==> src/rtl/mem_ctrl_seq.sv <==
// Arbitrating multi-byte memory controller: sequences IF fetches and MEM loads/stores
// as consecutive single-byte RAM cycles with little-endian assembly and load extension.
module mem_ctrl_seq #(
  parameter int unsigned ADDR_W  = 32,
  parameter int unsigned RAM_LAT = 1
) (
  input  logic              clk,
  input  logic              rst,
  input  logic              if_req,
  input  logic [ADDR_W-1:0] if_addr,
  output logic              if_done,
  output logic [31:0]       if_data,
  input  logic [1:0]        mem_req,
  input  logic [ADDR_W-1:0] mem_addr,
  input  logic [1:0]        mem_size,
  input  logic              mem_unsigned,
  input  logic [31:0]       mem_wdata,
  output logic              mem_done,
  output logic [31:0]       mem_rdata,
  output logic              busy,
  input  logic [7:0]        ram_din,
  output logic [7:0]        ram_dout,
  output logic [ADDR_W-1:0] ram_a,
  output logic              ram_wr
);

  typedef enum logic [1:0] {IDLE, READ, WRITE, DONE} state_t;

  // Cycle counter spans address issue plus read latency: up to 4 + RAM_LAT - 1.
  localparam int unsigned CW = $clog2(RAM_LAT + 5) + 1;

  state_t            state, state_nx;
  logic [CW-1:0]     cyc;
  logic [ADDR_W-1:0] base;
  logic [2:0]        nbytes;
  logic [1:0]        size_r;
  logic              uns_r;
  logic              own_mem;
  logic [31:0]       wdata_r;
  logic [31:0]       rbuf;
  logic [31:0]       rbuf_nx;
  logic [31:0]       ext;

  logic              mem_sel;
  logic              accept;
  logic [1:0]        req_size;
  logic [2:0]        req_n;
  logic              cap_en;
  logic [CW-1:0]     cap_cnt;
  logic              rd_last;
  logic              wr_last;

  always_comb begin
    mem_sel  = (mem_req == 2'b01) || (mem_req == 2'b10);
    accept   = mem_sel || if_req;
    req_size = mem_sel ? mem_size : 2'b10;
    case (req_size)
      2'b00:   req_n = 3'd1;
      2'b01:   req_n = 3'd2;
      default: req_n = 3'd4;
    endcase
  end

  // Byte i returns RAM_LAT cycles after its address, so capture trails issue.
  always_comb begin
    cap_en  = (state == READ) && (cyc >= CW'(RAM_LAT));
    cap_cnt = cyc - CW'(RAM_LAT);
    rbuf_nx = rbuf;
    if (cap_en) begin
      rbuf_nx[{cap_cnt[1:0], 3'b000} +: 8] = ram_din;
    end
    case (size_r)
      2'b00:   ext = {{24{~uns_r & rbuf_nx[7]}}, rbuf_nx[7:0]};
      2'b01:   ext = {{16{~uns_r & rbuf_nx[15]}}, rbuf_nx[15:0]};
      default: ext = rbuf_nx;
    endcase
  end

  always_comb begin
    rd_last  = (cyc == CW'(nbytes) + CW'(RAM_LAT - 1));
    wr_last  = (cyc == CW'(nbytes) - CW'(1));
    state_nx = state;
    case (state)
      IDLE: begin
        if (mem_req == 2'b01)      state_nx = READ;
        else if (mem_req == 2'b10) state_nx = WRITE;
        else if (if_req)           state_nx = READ;
      end
      READ:    if (rd_last) state_nx = DONE;
      WRITE:   if (wr_last) state_nx = DONE;
      default: state_nx = IDLE;
    endcase
  end

  always_ff @(posedge clk) begin
    if (rst) begin
      state     <= IDLE;
      cyc       <= '0;
      base      <= '0;
      nbytes    <= 3'd0;
      size_r    <= 2'b00;
      uns_r     <= 1'b0;
      own_mem   <= 1'b0;
      wdata_r   <= '0;
      rbuf      <= '0;
      if_data   <= '0;
      mem_rdata <= '0;
    end else begin
      state <= state_nx;
      case (state)
        IDLE: begin
          cyc  <= '0;
          rbuf <= '0;
          if (accept) begin
            base    <= mem_sel ? mem_addr : if_addr;
            size_r  <= req_size;
            nbytes  <= req_n;
            uns_r   <= mem_unsigned & mem_sel;
            own_mem <= mem_sel;
            wdata_r <= mem_wdata;
          end
        end
        READ: begin
          cyc  <= cyc + CW'(1);
          rbuf <= rbuf_nx;
          // Result registers load on the final capture so they are valid in DONE.
          if (rd_last) begin
            if (own_mem) mem_rdata <= ext;
            else         if_data   <= ext;
          end
        end
        WRITE:   cyc <= cyc + CW'(1);
        default: cyc <= '0;
      endcase
    end
  end

  always_comb begin
    ram_a    = '0;
    ram_dout = '0;
    ram_wr   = 1'b0;
    busy     = (state != IDLE);
    if_done  = (state == DONE) && !own_mem;
    mem_done = (state == DONE) && own_mem;
    case (state)
      READ: begin
        if (cyc < CW'(nbytes)) ram_a = base + ADDR_W'(cyc);
      end
      WRITE: begin
        ram_a    = base + ADDR_W'(cyc);
        ram_dout = wdata_r[{cyc[1:0], 3'b000} +: 8];
        ram_wr   = 1'b1;
      end
      default: ;
    endcase
  end

endmodule

==> config.mk <==
export PLATFORM = sky130hd
export DESIGN_NAME = mem_ctrl_seq
export DESIGN_NICKNAME = d
export VERILOG_FILES = /design/src/rtl/mem_ctrl_seq.sv
export SDC_FILE = /design/constraint.sdc
export NUM_CORES = 1
export LEC_CHECK = 0
export BUFFER_PORTS_ARGS = -buffer_cell sky130_fd_sc_hd__buf_2
export CORE_MARGIN = 3
export CORE_UTILIZATION = 58
export CTS_CLUSTER_DIAMETER = 50
export DETAILED_ROUTE_END_ITERATION = 16
export GPL_ROUTABILITY_DRIVEN = 1
export MAX_ROUTING_LAYER = met4
export PLACE_DENSITY = 0.86
export RECOVER_POWER = 100
export SETUP_SLACK_MARGIN = 0.4
export SLEW_MARGIN = 20
export SYNTH_ARGS = -nofsm -noshare
export SYNTH_HDL_FRONTEND = slang
export SYNTH_SLANG_ARGS = --single-unit
==> constraint.sdc <==
create_clock -name clk -period 5.1 [get_ports clk]
set_clock_uncertainty 0.2 [all_clocks]
set_input_delay 0.51 -clock clk [delete_from_list [all_inputs] [get_ports clk]]
set_output_delay 0.51 -clock clk [all_outputs]
set_load 0.01 [all_outputs]
==> run_results.csv <==
group,metric,value,unit
clock_tree,cts_tree,"built",
worst_setup_path,r2r_cells,7,
yosys,syn_avg_cell_area,8.60,sq um
global_routing,first_global_vias,7182,
clock_tree,cts_sinks,172,
detailed_routing,drc,0,
clock_tree,cts-root-buf,"clkbuf_16",
detailed_routing,vias_per_cell,5.79,
global_routing,grt_max_degree,97,
yosys,yosysMostFrequentCell,"dfxtp_1",
floorplanning,start_util,0.601,
layout,area_growth,16.8,%
timing,worstMarginPinSlew,2.36,ns
worst_setup_path,worstPathArrival,3.66,ns
yosys,synth_top_flop_cell,"dfxtp_1",
placement,io_buffers,219,
power_and_ir_drop,leakage,0.00366,uW
timing,hold_viol,0,
layout,final_nets,1289,
global_routing,antenna_found_initial,0,
floorplanning,die_height,127,um
clock_tree,cts_setup_buffers,0,
detailed_routing,first_iter_violations,684,
yosys,yosysWarnings,0,
yosys,synth_edf_count,0,
clock_tree,cts_buffer_depth,2,
timing,fin_crit,4.37,ns
yosys,ys_ff_latch,172,
yosys,async_reset_ff_frac,0,
clock_tree,cts_resized,0,
timing,setup_violations,0,
yosys,synth-seq-area-share,0.406,
power_and_ir_drop,vdd_ir_drop_max,0.337,mV
worst_setup_path,crit_fanout,33,
yosys,netlist_area,0.00848,sq mm
worst_setup_path,crit_path_end_kind,"primary output",
power_and_ir_drop,p_per_area,465,mW/mm^2
yosys,synth_top_area_cell,"dfxtp_1",
timing,timing.fmax,0.229,GHz
yosys,synth.top_cells.by_area,"dfxtp_1, nor2_1, a211oi_1",
yosys,synth.distinct_cells,49,
clock_tree,clock_latency,0.42,ns
worst_setup_path,cp.required,4.39,ns
outcome,violations,"max-capacitance violations, max-slew violations",
timing,tns,0,ns
worst_setup_path,cp-start-kind,"flop",
layout,multiInputGateArea,0.00458,sq mm
clock_tree,cts.hold.buffers_added,0,
layout,n_antenna_cell,0,
detailed_routing,vias,7798,
global_routing,grt_pass1_wl,34.8,mm
timing,rsz0062_at_grt,"false",
global_routing,grt_util_all_layers,0.269,
hold_path,hold_class,"primary input to flop",
worst_setup_path,criticalPathCategory,"flop to primary output",
timing,maxSlewHeadroom,-0.573,
detailed_routing,wl,21.7,mm
detailed_routing,ant_nets,0,
floorplanning,die_x,127,um
timing,fin_crit_sh,0.856,
clock_tree,cts.reportedPaths.clkPinSlew,0.06,ns
timing,drv_slew,132,
placement,post-dp-hpwl,15.2,mm
placement,gp_congestion,0.884,
layout,drive_above_1_share,0.152,
global_routing,grt_overflow,0,
flow_run,drv_cap,2,
yosys,synth_top_area_share,0.406,
yosys,synthesis.nets,1122,
layout,fillers,1211,
floorplanning,core,0.0141,sq mm
clock_tree,cts_buffers,17,
timing,whs,0.127,ns
layout,regArea,0.00344,sq mm
floorplanning,io-pin-count,220,
detailed_routing,routedWlPerCell,16.1,um
outcome,status,"finished, violations left",
hold_path,hold_depth,3,
floorplanning,num_rows,43,
floorplanning,die-area,0.0161,sq mm
yosys,synth_common_cells,"dfxtp_1, nor2_1, nand2_1",
detailed_routing,dr.pass1.iters,5,
yosys,synthCells,986,
clock_tree,htreeDepth,4,
-- power breakdown --
| group | internal, uW | leakage, uW | switching [uW] | total [uW] |
|---|---|---|---|---|
| clock network | 700 | 0.000268 | 517 | 1220 |
| registers | 1630 | 0.00141 | 251 | 1880 |
| logic | 558 | 0.00199 | 946 | 1500 |
| total | 2890 | 0.00366 | 1710 | 4610 |
-- metrics by stage --
step | area [sq um] | instances | utilization | power [uW] | setup WS [ns]
2_1_floorplan | 8480 | 986 | - | 2990 | 1.87
3_3_place_gp | 9550 | 1314 | 0.678 | 3400 | 1.38
3_5_place_dp | 9550 | 1314 | 0.678 | 3450 | 1.27
4_1_cts | 10100 | 1346 | 0.717 | 4670 | 1.08
5_1_grt | 9900 | 1346 | 0.702 | 4900 | 0.432
6_report | 9900 | 1346 | 0.702 | 4610 | 0.734
-- final timing paths --
kind | from | end | slack [ns]
setup reg to reg | cyc[1] | if_data[19] | 0.97
hold reg to reg | wdata_r[10] | wdata_r[10] | 0.25
hold / removal | mem_wdata[2] | wdata_r[2] | 0.13
setup / recovery | nbytes[2] | ram_a[26] | 0.73
-- cell type report --
class,count,share of cell area
clock buffers,23,0.0473
clock inverters,9,0.00872
inverters,20,0.00758
multi-input cells,714,0.463
flip-flops and latches,172,0.348
well taps,180,0.0227
repair buffers,228,0.103
-- critical path, cell delays in order (launching register included) --
cell	delay (ns)
dfxtp_1	0.87
inv_1	0.16
ha_1	0.22
nor4bb_1	0.34
a32oi_2	0.14
clkbuf_1	0.55
or4_1	0.68
o21ai_0	0.08
clkbuf_1	0.17
-- logic make-up after synthesis --
group / after synthesis / share of synthesized area
buffers and inverters: 100 / 0.0496
adder cells (fa/ha/maj): 24 / 0.0363
XOR/XNOR: 29 / 0.0300
AND/OR/NAND/NOR: 394 / 0.213
multiplexers: 51 / 0.0738
AO/OA/AOI/OAI: 216 / 0.191
flip-flops: 172 / 0.406
-- flip-flops by register name, summed over array words and instances (netlist names) --
register,flops
base,32
if_data,32
mem_rdata,32
rbuf,32
wdata_r,32
cyc,4
nbytes,3
state,2
own_mem,1
size_r,1
uns_r,1
-- placed cells by master, fill, tap and decap left out, types with 3 or more instances in the layout --
cell type / count
dfxtp_1: 172
a311oi_1: 30
nand3_1: 15
clkbuf_1: 110
xor2_1: 22
and2_1: 5
or3_1: 5
clkbuf_16: 17
nand2b_1: 19
a31oi_1: 17
nand3b_1: 8
ha_1: 22
buf_2: 115
a211oi_1: 68
nand2_1: 82
mux4_2: 8
buf_4: 6
and3_1: 14
inv_1: 20
clkinv_2: 3
nor2_1: 170
nor2b_1: 11
a22oi_1: 27
o21ai_0: 5
a21oi_1: 50
and2_0: 4
a311oi_2: 9
xnor2_1: 7
mux2i_1: 41
nand4_1: 17
nor3_1: 33
-- per-layer routing --
layer	GRT usage	wire, um
met5	-	0
met3	0.0522	1600
met1	0.349	9390
met4	0.0713	319
met2	0.435	10400
Note: power is estimated with default switching activity, not from simulation.
